===== src/rtl/dmem_port_arbiter.sv =====
// Two-port arbiter in front of a single-port data memory: IDLE -> ACCESS -> RESP per access.
// Optional macro DMEM_ARB_RR_EN selects round-robin tie-breaking; without it port 0 always wins ties.
module dmem_port_arbiter #(
    parameter int DATA_W    = 32,
    parameter int ADDR_W    = 32,
    parameter int MEM_WORDS = 1024
) (
    input  logic              clk,
    input  logic              reset,
    input  logic              p0_req,
    input  logic              p0_we,
    input  logic [ADDR_W-1:0] p0_addr,
    input  logic [DATA_W-1:0] p0_wdata,
    output logic              p0_ack,
    output logic [DATA_W-1:0] p0_rdata,
    output logic              p0_err,
    input  logic              p1_req,
    input  logic              p1_we,
    input  logic [ADDR_W-1:0] p1_addr,
    input  logic [DATA_W-1:0] p1_wdata,
    output logic              p1_ack,
    output logic [DATA_W-1:0] p1_rdata,
    output logic              p1_err,
    output logic              mem_MemRead,
    output logic              mem_MemWrite,
    output logic [ADDR_W-1:0] mem_Address,
    output logic [DATA_W-1:0] mem_WriteData,
    input  logic [DATA_W-1:0] mem_ReadData
);

    typedef enum logic [1:0] {
        ST_IDLE   = 2'd0,
        ST_ACCESS = 2'd1,
        ST_RESP   = 2'd2
    } state_t;

    // One extra bit so the limit 4*MEM_WORDS is representable even when it equals 2**ADDR_W.
    localparam logic [ADDR_W:0] ADDR_LIMIT = (ADDR_W + 1)'(4 * MEM_WORDS);

    function automatic logic addr_err(input logic [ADDR_W-1:0] a);
        addr_err = (a[1:0] != 2'b00) || ({1'b0, a} >= ADDR_LIMIT);
    endfunction

    state_t              state_r;
    state_t              state_nx_s;
    logic                grant_s;
    logic                tie_grant_s;
    logic                sel_we_s;
    logic [ADDR_W-1:0]   sel_addr_s;
    logic [DATA_W-1:0]   sel_wdata_s;
    logic                we_r;
    logic                err_r;
    logic                port_r;
    logic [ADDR_W-1:0]   addr_r;
    logic [DATA_W-1:0]   wdata_r;
    logic [DATA_W-1:0]   rdata_r;

`ifdef DMEM_ARB_RR_EN
    logic                rr_last_r;

    // Remember the most recent winner so a tie goes to the other port.
    always_ff @(posedge clk) begin
        if (reset) begin
            rr_last_r <= 1'b1;
        end else if ((state_r == ST_IDLE) && (p0_req || p1_req)) begin
            rr_last_r <= grant_s;
        end else begin
            rr_last_r <= rr_last_r;
        end
    end

    assign tie_grant_s = ~rr_last_r;
`else
    assign tie_grant_s = 1'b0;
`endif

    // Next-state and winner selection.
    always_comb begin
        state_nx_s = state_r;
        grant_s    = 1'b0;
        case (state_r)
            ST_IDLE: begin
                if (p0_req && p1_req) begin
                    grant_s    = tie_grant_s;
                    state_nx_s = ST_ACCESS;
                end else if (p0_req || p1_req) begin
                    grant_s    = p1_req;
                    state_nx_s = ST_ACCESS;
                end else begin
                    state_nx_s = ST_IDLE;
                end
            end
            ST_ACCESS: state_nx_s = ST_RESP;
            ST_RESP:   state_nx_s = ST_IDLE;
            default:   state_nx_s = ST_IDLE;
        endcase
    end

    assign sel_we_s    = grant_s ? p1_we    : p0_we;
    assign sel_addr_s  = grant_s ? p1_addr  : p0_addr;
    assign sel_wdata_s = grant_s ? p1_wdata : p0_wdata;

    // State register, request latch and read-data capture.
    always_ff @(posedge clk) begin
        if (reset) begin
            state_r <= ST_IDLE;
            we_r    <= 1'b0;
            err_r   <= 1'b0;
            port_r  <= 1'b0;
            addr_r  <= {ADDR_W{1'b0}};
            wdata_r <= {DATA_W{1'b0}};
            rdata_r <= {DATA_W{1'b0}};
        end else begin
            state_r <= state_nx_s;
            case (state_r)
                ST_IDLE: begin
                    if (p0_req || p1_req) begin
                        we_r    <= sel_we_s;
                        err_r   <= addr_err(sel_addr_s);
                        port_r  <= grant_s;
                        addr_r  <= sel_addr_s;
                        wdata_r <= sel_wdata_s;
                    end else begin
                        we_r    <= we_r;
                    end
                end
                ST_ACCESS: begin
                    rdata_r <= (we_r || err_r) ? {DATA_W{1'b0}} : mem_ReadData;
                end
                default: begin
                    rdata_r <= rdata_r;
                end
            endcase
        end
    end

    // Output decode; a store is squashed by reset arriving in its ACCESS cycle.
    always_comb begin
        mem_MemRead   = 1'b0;
        mem_MemWrite  = 1'b0;
        mem_Address   = {ADDR_W{1'b0}};
        mem_WriteData = {DATA_W{1'b0}};
        p0_ack        = 1'b0;
        p0_err        = 1'b0;
        p0_rdata      = {DATA_W{1'b0}};
        p1_ack        = 1'b0;
        p1_err        = 1'b0;
        p1_rdata      = {DATA_W{1'b0}};
        case (state_r)
            ST_ACCESS: begin
                mem_MemRead   = ~we_r & ~err_r;
                mem_MemWrite  = we_r & ~err_r & ~reset;
                mem_Address   = addr_r;
                mem_WriteData = wdata_r;
            end
            ST_RESP: begin
                if (port_r) begin
                    p1_ack   = 1'b1;
                    p1_err   = err_r;
                    p1_rdata = rdata_r;
                end else begin
                    p0_ack   = 1'b1;
                    p0_err   = err_r;
                    p0_rdata = rdata_r;
                end
            end
            default: begin
                mem_MemRead = 1'b0;
            end
        endcase
    end

endmodule

===== config.mk =====
export PLATFORM = sky130hd
export DESIGN_NAME = dmem_port_arbiter
export DESIGN_NICKNAME = d
export VERILOG_FILES = /design/src/rtl/dmem_port_arbiter.sv
export SDC_FILE = /design/constraint.sdc
export NUM_CORES = 1
export LEC_CHECK = 0
export ABC_AREA = 0
export CAP_MARGIN = 10
export CORE_ASPECT_RATIO = 0.9
export CORE_MARGIN = 3
export CORE_UTILIZATION = 34
export CTS_CLUSTER_DIAMETER = 50
export DETAILED_ROUTE_END_ITERATION = 12
export GPL_ROUTABILITY_DRIVEN = 0
export GPL_TIMING_DRIVEN = 0
export PLACE_DENSITY = 0.77
export SLEW_MARGIN = 20
export SYNTH_ARGS = -nofsm -noshare
export SYNTH_HDL_FRONTEND = slang
export SYNTH_SLANG_ARGS = --single-unit

===== constraint.sdc =====
create_clock -name clk -period 1.3 [get_ports clk]
set_input_delay 0.26 -clock clk [delete_from_list [all_inputs] [get_ports clk]]
set_output_delay 0.26 -clock clk [all_outputs]
set_load 0.03 [all_outputs]

==> results of run 1 <==
-- cells in the final DEF, fill, tap and decap left out, types with 2 or more instances in the layout --
master / netlist / layout
sky130_fd_sc_hd__a211oi_1: 64 / 36
sky130_fd_sc_hd__a211oi_2: 0 / 28
sky130_fd_sc_hd__a22oi_1: 32 / 3
sky130_fd_sc_hd__a22oi_2: 0 / 29
sky130_fd_sc_hd__and2_1: 130 / 2
sky130_fd_sc_hd__and2_4: 0 / 128
sky130_fd_sc_hd__buf_12: 1 / 17
sky130_fd_sc_hd__buf_2: 5 / 4
sky130_fd_sc_hd__buf_4: 4 / 11
sky130_fd_sc_hd__buf_6: 0 / 156
sky130_fd_sc_hd__buf_8: 2 / 17
sky130_fd_sc_hd__clkbuf_1: 35 / 11
sky130_fd_sc_hd__clkbuf_16: 0 / 21
sky130_fd_sc_hd__clkbuf_2: 0 / 3
sky130_fd_sc_hd__clkbuf_8: 0 / 9
sky130_fd_sc_hd__clkdlybuf4s50_1: 0 / 164
sky130_fd_sc_hd__clkinv_2: 0 / 2
sky130_fd_sc_hd__clkinvlp_4: 0 / 2
sky130_fd_sc_hd__dfxtp_1: 101 / 98
sky130_fd_sc_hd__dfxtp_4: 0 / 2
sky130_fd_sc_hd__mux2i_1: 64 / 28
sky130_fd_sc_hd__mux2i_2: 0 / 9
sky130_fd_sc_hd__mux2i_4: 0 / 27
sky130_fd_sc_hd__nand4_1: 2 / 2
sky130_fd_sc_hd__nor2_1: 104 / 103
sky130_fd_sc_hd__nor3_1: 3 / 3
sky130_fd_sc_hd__nor4_1: 8 / 8
sky130_fd_sc_hd__nor4b_4: 0 / 2
sky130_fd_sc_hd__o21ai_2: 0 / 2
-- cells by family after synthesis --
kind of cell           after synthesis
buffers and inverters               54
and+or+nand+nor                    258
muxes                               64
DFF                                101
AOI/OAI and AO/OA                  103
-- worst min path at each step --
stage,cells past startpoint,startpoint,endpoint,slack (ns)
floorplan,2,mem_ReadData[0],rdata_r[0]$_SDFFE_PP0P_,0.41
global placement,2,wdata_r[31]$_SDFFE_PP0P_,wdata_r[31]$_SDFFE_PP0P_,0.48
finish,2,reset,rdata_r[2]$_SDFFE_PP0P_,0.40
detailed placement,2,addr_r[30]$_SDFFE_PP0P_,addr_r[30]$_SDFFE_PP0P_,0.49
global route,2,reset,rdata_r[2]$_SDFFE_PP0P_,0.43
CTS,2,reset,rdata_r[2]$_SDFFE_PP0P_,0.38
-- area by class of cell --
cell class              count  area share
repair buffers            352       0.356
multi-input cells         426       0.350
flip-flops and latches    101       0.185
plain buffers              52      0.0600
well taps                 193      0.0220
clock buffers              10      0.0217
clock inverters             6     0.00558
inverters                   1    0.000341
-- metal layers --
metal	vias to the layer above	GRT usage	part of all wire
li1	2742	-	-
met1	2739	0.264	0.37
met2	266	0.458	0.52
met3	40	0.0855	0.079
met4	0	0.0935	0.029
met5	-	0	0
-- power by group through the flow --
stage	Sequential, mW	Combinational [mW]	Clock (mW)
2_1_floorplan	3.58	1.27	0
3_3_place_gp	3.61	2.25	0
3_5_place_dp	3.62	2.27	0
4_1_cts	3.56	2.88	2.78
5_1_grt	3.62	3.49	2.92
6_report	3.59	3.32	2.76
-- stage by stage --
stage                     setup TNS, ns  area (um2)  power [mW]  setup WS [ns]  std cells
final                           -101.27       11000        9.66         -0.556       1141
after detailed placement        -157.34        8660        5.89          -1.12       1071
after floorplan                   -4.89        5430        4.84         -0.199        580
after global placement          -158.39        8660        5.85          -1.11       1071
after global routing            -114.08       11000        10.0         -0.610       1141
after CTS                       -101.19       10300        9.22         -0.548       1128
-- flip-flops by register name, summed over array words and instances (netlist names) --
name,cells
addr_r,32
port_r,1
state_r,2
err_r,1
we_r,1
wdata_r,32
rdata_r,32
-- timing repair --
item,in CTS,in global routing
endpoints found under the setup margin,232,230
gates resized for setup,1090,176
setup buffers,26,13
hold endpoints to repair,0,0
cloned,16,8
pin swaps,87,48
==> results_dict.tcl, run 1 <==
set metrics [dict create \
    rr_endpoint "wdata_r[9]$_SDFFE_PP0P_" \
    synthDominantCellAreaShare 0.400 \
    synthMostInstantiatedCell "sky130_fd_sc_hd__and2_1" \
    worstPathCellList "and3b_4 -> buf_8 -> and2_4 -> buf_6" \
    clock_skew_ns 0.00794 \
    reg2reg_from "state_r[0]$_SDFF_PP0_" \
    tritoncts "built" \
    critPathKind "register to primary output" \
    synth_nets 746 \
    finalWirelength_um 23400 \
    status "finished, violations left" \
    synth_adder_area_share 0 \
    syn_warnings 0 \
    initial_utilization 0.354 \
    ioPinCount 300 \
    detailedRoute.firstPassIterationCount 4 \
    grt_pass1_wl_um 31400 \
    grt.total_usage 0.249 \
    cts_sinks 101 \
    p_clk_frac 0.285 \
    max_cap_violations 0 \
    routed_wire_length_per_instance_um 20.5 \
    drive_gt1_frac 0.509 \
    ys_top_cells_by_count "130 x sky130_fd_sc_hd__and2_1, 104 x sky130_fd_sc_hd__nor2_1, 101 x sky130_fd_sc_hd__dfxtp_1" \
    fillCellCount 922 \
    worst-path-max-fanout 6 \
    timing.critical_path.arrival_ns 1.60 \
    grt_pass1_vias 5686 \
    violations "negative setup slack" \
    critical_path.startpoint "state_r[0]$_SDFF_PP0_" \
    place.detailed.hpwl_um 15000 \
    grt.overflow.total 0 \
    regArea_um2 2030 \
    detail_route.vias_per_cell 5.07 \
    worst_path_max_delay_cell "sky130_fd_sc_hd__and3b_4" \
    postSynthAreaPerCell_um2 8.72 \
    final_hold_viol_count 0 \
    h-tree-depth 3 \
    ys_seq_elements 101 \
    synth_top_family_by_area "simple AND/OR/NAND/NOR gates" \
    seq_power_share 0.371 \
    core-area_um2 14300 \
    final_core_util 0.771 \
    prevailing_post_synth_register_cell "sky130_fd_sc_hd__dfxtp_1" \
    remaining_drc_errors 0 \
    layout_stage_area_growth_over_the_synthesis_result_pct 118 \
    root_buffer "sky130_fd_sc_hd__clkbuf_16" \
    number_of_instances_in_the_synthesized_netlist 580 \
    fp.dieArea_um2 16400 \
    layout_setup_ws_ns -0.556 \
    via_count 5787 \
    cts.path.max_buffers 2 \
    synthDominantAreaCellType "sky130_fd_sc_hd__dfxtp_1" \
    period_needed_ns 1.86 \
    synthArstFlopShare 0 \
    grt_max_degree 17 \
    synth_xor_area_frac 0 \
    final.hold.worst_slack_ns 0.396 \
    setup.worst_path.start_class "register" \
    grt_setup_unrepaired "yes" \
    relSlewSlack 0.491 \
    clk-insertion-delay-late_ns 0.36 \
    switchingPower_mw 2.90 \
    delay_of_the_slowest_cell_on_the_worst_path_ns 0.42 \
    crit_end "p1_rdata[4]" \
    final-max-slew-violation-count 0 \
    worst-slew-pin-transition_ns 0.763 \
    synth_enable_flop_cells 0 \
    crit_cells 4 \
    n_antenna_cell 0 \
    power.ir.vdd_worst_v 0.000667 \
    cellPowerDensity_nw_per_um2 879 \
    antenna_violations_before_repair 0 \
    pwr-share-comb 0.343 \
    timing.critical_path.max_delay_family "simple AND/OR/NAND/NOR gates" \
    required_time_of_the_critical_path_ns 1.04 \
    placement_rows 41 \
    synth.area.mux_share 0.127 \
    synth_cell_type_count 30 \
    synth-compound-area-share 0.151 \
    die-height_um 122 \
    ys_seq_area_frac 0.400 \
    power.switching_fraction 0.300 \
    multi_input_combinational_cell_area_um2 3850 \
    synthSimpleGateAreaFrac 0.271 \
    setup_violations 231 \
    final_net_count 1109 \
    drt_first_iter_violations 242 \
    critical_path.n_buffers_inverters 2 \
    ctsHoldBuffers 0 \
    clock.fmax_mhz 539 \
    power_leakage_nw 4.40 \
    yosys-top-cells-area "sky130_fd_sc_hd__dfxtp_1 40%, sky130_fd_sc_hd__and2_1 16%, sky130_fd_sc_hd__mux2i_1 13%, sky130_fd_sc_hd__a211oi_1 9.5%, sky130_fd_sc_hd__nor2_1 7.7%" \
    die_w_um 135 \
    cell_internal_pwr_mw 6.76 \
    hp-class "input pin to register" \
    numCtsBuffers 9 \
    timing.reg2reg.setup_slack_ns -0.53 \
    antenna_left 0 \
    syn_std_cell_area_um2 5050 \
    setup.worst_path.end_class "primary output" \
    clk_pin_slew_ns 0.07 \
    final_min_period_over_clock_period 1.43 \
    worst_r2r_path_depth 9 \
    port-buffer-count 298 \
]
No activity file was read; power rests on OpenSTA's default activity.
==> run 2, diff against run 1 <==
--- a/config.mk
+++ b/config.mk
@@ -12,7 +12,7 @@
 export CORE_UTILIZATION = 34
 export CTS_CLUSTER_DIAMETER = 50
 export DETAILED_ROUTE_END_ITERATION = 12
-export GPL_ROUTABILITY_DRIVEN = 0
+export GPL_ROUTABILITY_DRIVEN = 1
 export GPL_TIMING_DRIVEN = 0
 export PLACE_DENSITY = 0.77
 export SLEW_MARGIN = 20
==> results of run 2 <==
No change in the layout: final DEF, timing and power equal those of run 1.
==> run 3, diff against run 2 <==
--- a/config.mk
+++ b/config.mk
@@ -15,6 +15,7 @@
 export GPL_ROUTABILITY_DRIVEN = 1
 export GPL_TIMING_DRIVEN = 0
 export PLACE_DENSITY = 0.77
+export SETUP_SLACK_MARGIN = 0.15
 export SLEW_MARGIN = 20
 export SYNTH_ARGS = -nofsm -noshare
 export SYNTH_HDL_FRONTEND = slang
==> run 3 against run 2 <==
Compared with the run above:
- final area down 1.5%
- critical path depth stayed put
- non-clock buffer count rose by 2
- combinational power shrank 3%
- clock skew is 0.00056 ns higher
- sequential cell count unchanged
- maximum frequency down 1.8%
- critical path type unchanged
- the run still ends with negative setup slack left
- largest power group unchanged
==> results_dict.tcl, run 3 (synthesis gave the netlist of run 1 again) <==
set metrics [dict create \
    final_net_count 1110 \
    reg2reg_from "state_r[1]$_SDFF_PP0_" \
    cts_sinks 101 \
    antenna_left 0 \
    regArea_um2 2030 \
    setup_violations 233 \
    required_time_of_the_critical_path_ns 1.04 \
    max_cap_violations 0 \
    cts.path.max_buffers 2 \
    fp.dieArea_um2 16400 \
    finalWirelength_um 22200 \
    grt_pass1_vias 5900 \
    layout_setup_ws_ns -0.589 \
    ioPinCount 300 \
    core-area_um2 14300 \
    worst-path-max-fanout 7 \
    rr_endpoint "wdata_r[17]$_SDFFE_PP0P_" \
    clock.fmax_mhz 529 \
    period_needed_ns 1.89 \
    grt_max_degree 17 \
    routed_wire_length_per_instance_um 19.4 \
    n_antenna_cell 0 \
    place.detailed.hpwl_um 15000 \
    detailedRoute.firstPassIterationCount 4 \
    status "finished, violations left" \
    critPathKind "register to primary output" \
    grt_pass1_wl_um 32000 \
    drt_first_iter_violations 269 \
    final_cell_mix "162 x sky130_fd_sc_hd__clkdlybuf4s50_1, 153 x sky130_fd_sc_hd__buf_6, 121 x sky130_fd_sc_hd__and2_4" \
    worstPathCellList "and3b_4 -> clkbuf_8 -> and2_4 -> buf_6" \
    worst_path_max_delay_cell "sky130_fd_sc_hd__and3b_4" \
    fillCellCount 995 \
    setup.worst_path.end_class "primary output" \
    violations "negative setup slack" \
    die_w_um 135 \
    final_min_period_over_clock_period 1.45 \
    die-height_um 122 \
    via_count 5766 \
    grt.total_usage 0.252 \
    timing.reg2reg.setup_slack_ns -0.50 \
    final_hold_viol_count 0 \
    drive_gt1_frac 0.469 \
    worst_r2r_path_depth 8 \
    root_buffer "sky130_fd_sc_hd__clkbuf_16" \
    grt.overflow.total 0 \
    worstHoldEndpoint "rdata_r[1]$_SDFFE_PP0P_" \
    hp-start "reset" \
    layout_stage_area_growth_over_the_synthesis_result_pct 114 \
    worst-slew-pin-transition_ns 0.680 \
    tritoncts "built" \
    placement_rows 41 \
    layout.cell_area.non_filler_um2 10800 \
    port-buffer-count 298 \
    clk-insertion-delay-late_ns 0.35 \
    clk_pin_slew_ns 0.07 \
    detailed_place.area_um2 8800 \
    delay_of_the_slowest_cell_on_the_worst_path_ns 0.44 \
    remaining_drc_errors 0 \
    initial_utilization 0.354 \
    clock_skew_ns 0.00850 \
    power.ir.vdd_worst_v 0.000903 \
    timing.critical_path.arrival_ns 1.63 \
    whs_path_depth 2 \
    final-max-slew-violation-count 0 \
    antenna_violations_before_repair 0 \
    biggestRegsByFlops "addr_r x32, rdata_r x32, wdata_r x32" \
    place_congestion 0.840 \
    numCtsBuffers 9 \
    power_leakage_nw 4.41 \
    mostFrequentLayoutCell "sky130_fd_sc_hd__clkdlybuf4s50_1" \
    ctsHoldBuffers 0 \
    cellPowerDensity_nw_per_um2 897 \
    hp-class "input pin to register" \
    relSlewSlack 0.547 \
    setup.worst_path.start_class "register" \
    multi_input_combinational_cell_area_um2 3590 \
    h-tree-depth 3 \
    final.hold.worst_slack_ns 0.358 \
    detail_route.vias_per_cell 5.05 \
    grt_setup_unrepaired "yes" \
]
[run 3: cell types whose count changed in the layout (fill, tap and decap cells not counted), sizes merged]
cell,change
buf,+5
bufinv,+1
inv,-1
clkinv,-1
and3b,-1
dlygate4sd2,+2
clkdlybuf4s50,-2
clkinvlp,-1
bufbuf,+1
clkbuf,-2
[run 3: worst max-delay path: cells and delay by family (launching register included)]
family                 cells  cell delay [ns]
AND/OR/NAND/NOR            2             0.58
buffers and inverters      2             0.33
flip-flops                 1             0.37
[run 3: how the worst max path moves through the flow]
stage | from | end | slack, ns | cells after the start
floorplan | state_r[1]$_SDFF_PP0_ | mem_MemWrite | -0.20 | 4
global placement | state_r[1]$_SDFF_PP0_ | p0_rdata[4] | -1.13 | 4
detailed placement | state_r[1]$_SDFF_PP0_ | p0_rdata[4] | -1.14 | 4
CTS | state_r[0]$_SDFF_PP0_ | p1_rdata[25] | -0.59 | 4
global route | state_r[0]$_SDFF_PP0_ | mem_MemWrite | -0.63 | 6
finish | state_r[0]$_SDFF_PP0_ | p1_rdata[2] | -0.59 | 4
[run 3: final cells by class]
type / instances / share of cell area
well taps: 193 / 0.0223
flip-flops and latches: 101 / 0.187
inverters: 1 / 0.000347
plain buffers: 53 / 0.0621
clock inverters: 4 / 0.00670
repair buffers: 353 / 0.367
multi-input cells: 425 / 0.331
clock buffers: 12 / 0.0228
[run 3: timing repair]
| action | 4_1_cts | 5_1_grt |
|---|---|---|
| pin swaps | 50 | 30 |
| setup endpoints to repair | 234 | 234 |
| cloned | 18 | 2 |
| gates resized for setup | 1059 | 85 |
| setup buffers | 25 | 10 |
[run 3: routing by layer]
layer,wire length (um),part of all wire,vias up,global-route usage
met2,11600,0.52,250,0.474
met3,1930,0.087,33,0.0867
li1,-,-,2740,-
met4,480,0.022,0,0.0662
met1,8200,0.37,2743,0.269
met5,0,0,-,0
[run 3: per-stage QoR]
step / TNS (ns) / setup WS, ns / power [mW] / cells / util
3_5_place_dp: -162.53 / -1.14 / 5.94 / 1071 / 0.617
3_3_place_gp: -160.03 / -1.13 / 5.91 / 1071 / 0.617
4_1_cts: -100.13 / -0.589 / 9.41 / 1130 / 0.725
5_1_grt: -120.11 / -0.632 / 10.1 / 1142 / 0.760
6_report: -105.78 / -0.589 / 9.72 / 1142 / 0.760
2_1_floorplan: -5.43 / -0.199 / 4.90 / 580 / -
[run 3: where the power goes]
part | internal (mW) | switching [mW]
logic | 1.80 | 1.41
registers | 3.39 | 0.189
clock network | 1.74 | 1.19
total | 6.93 | 2.79
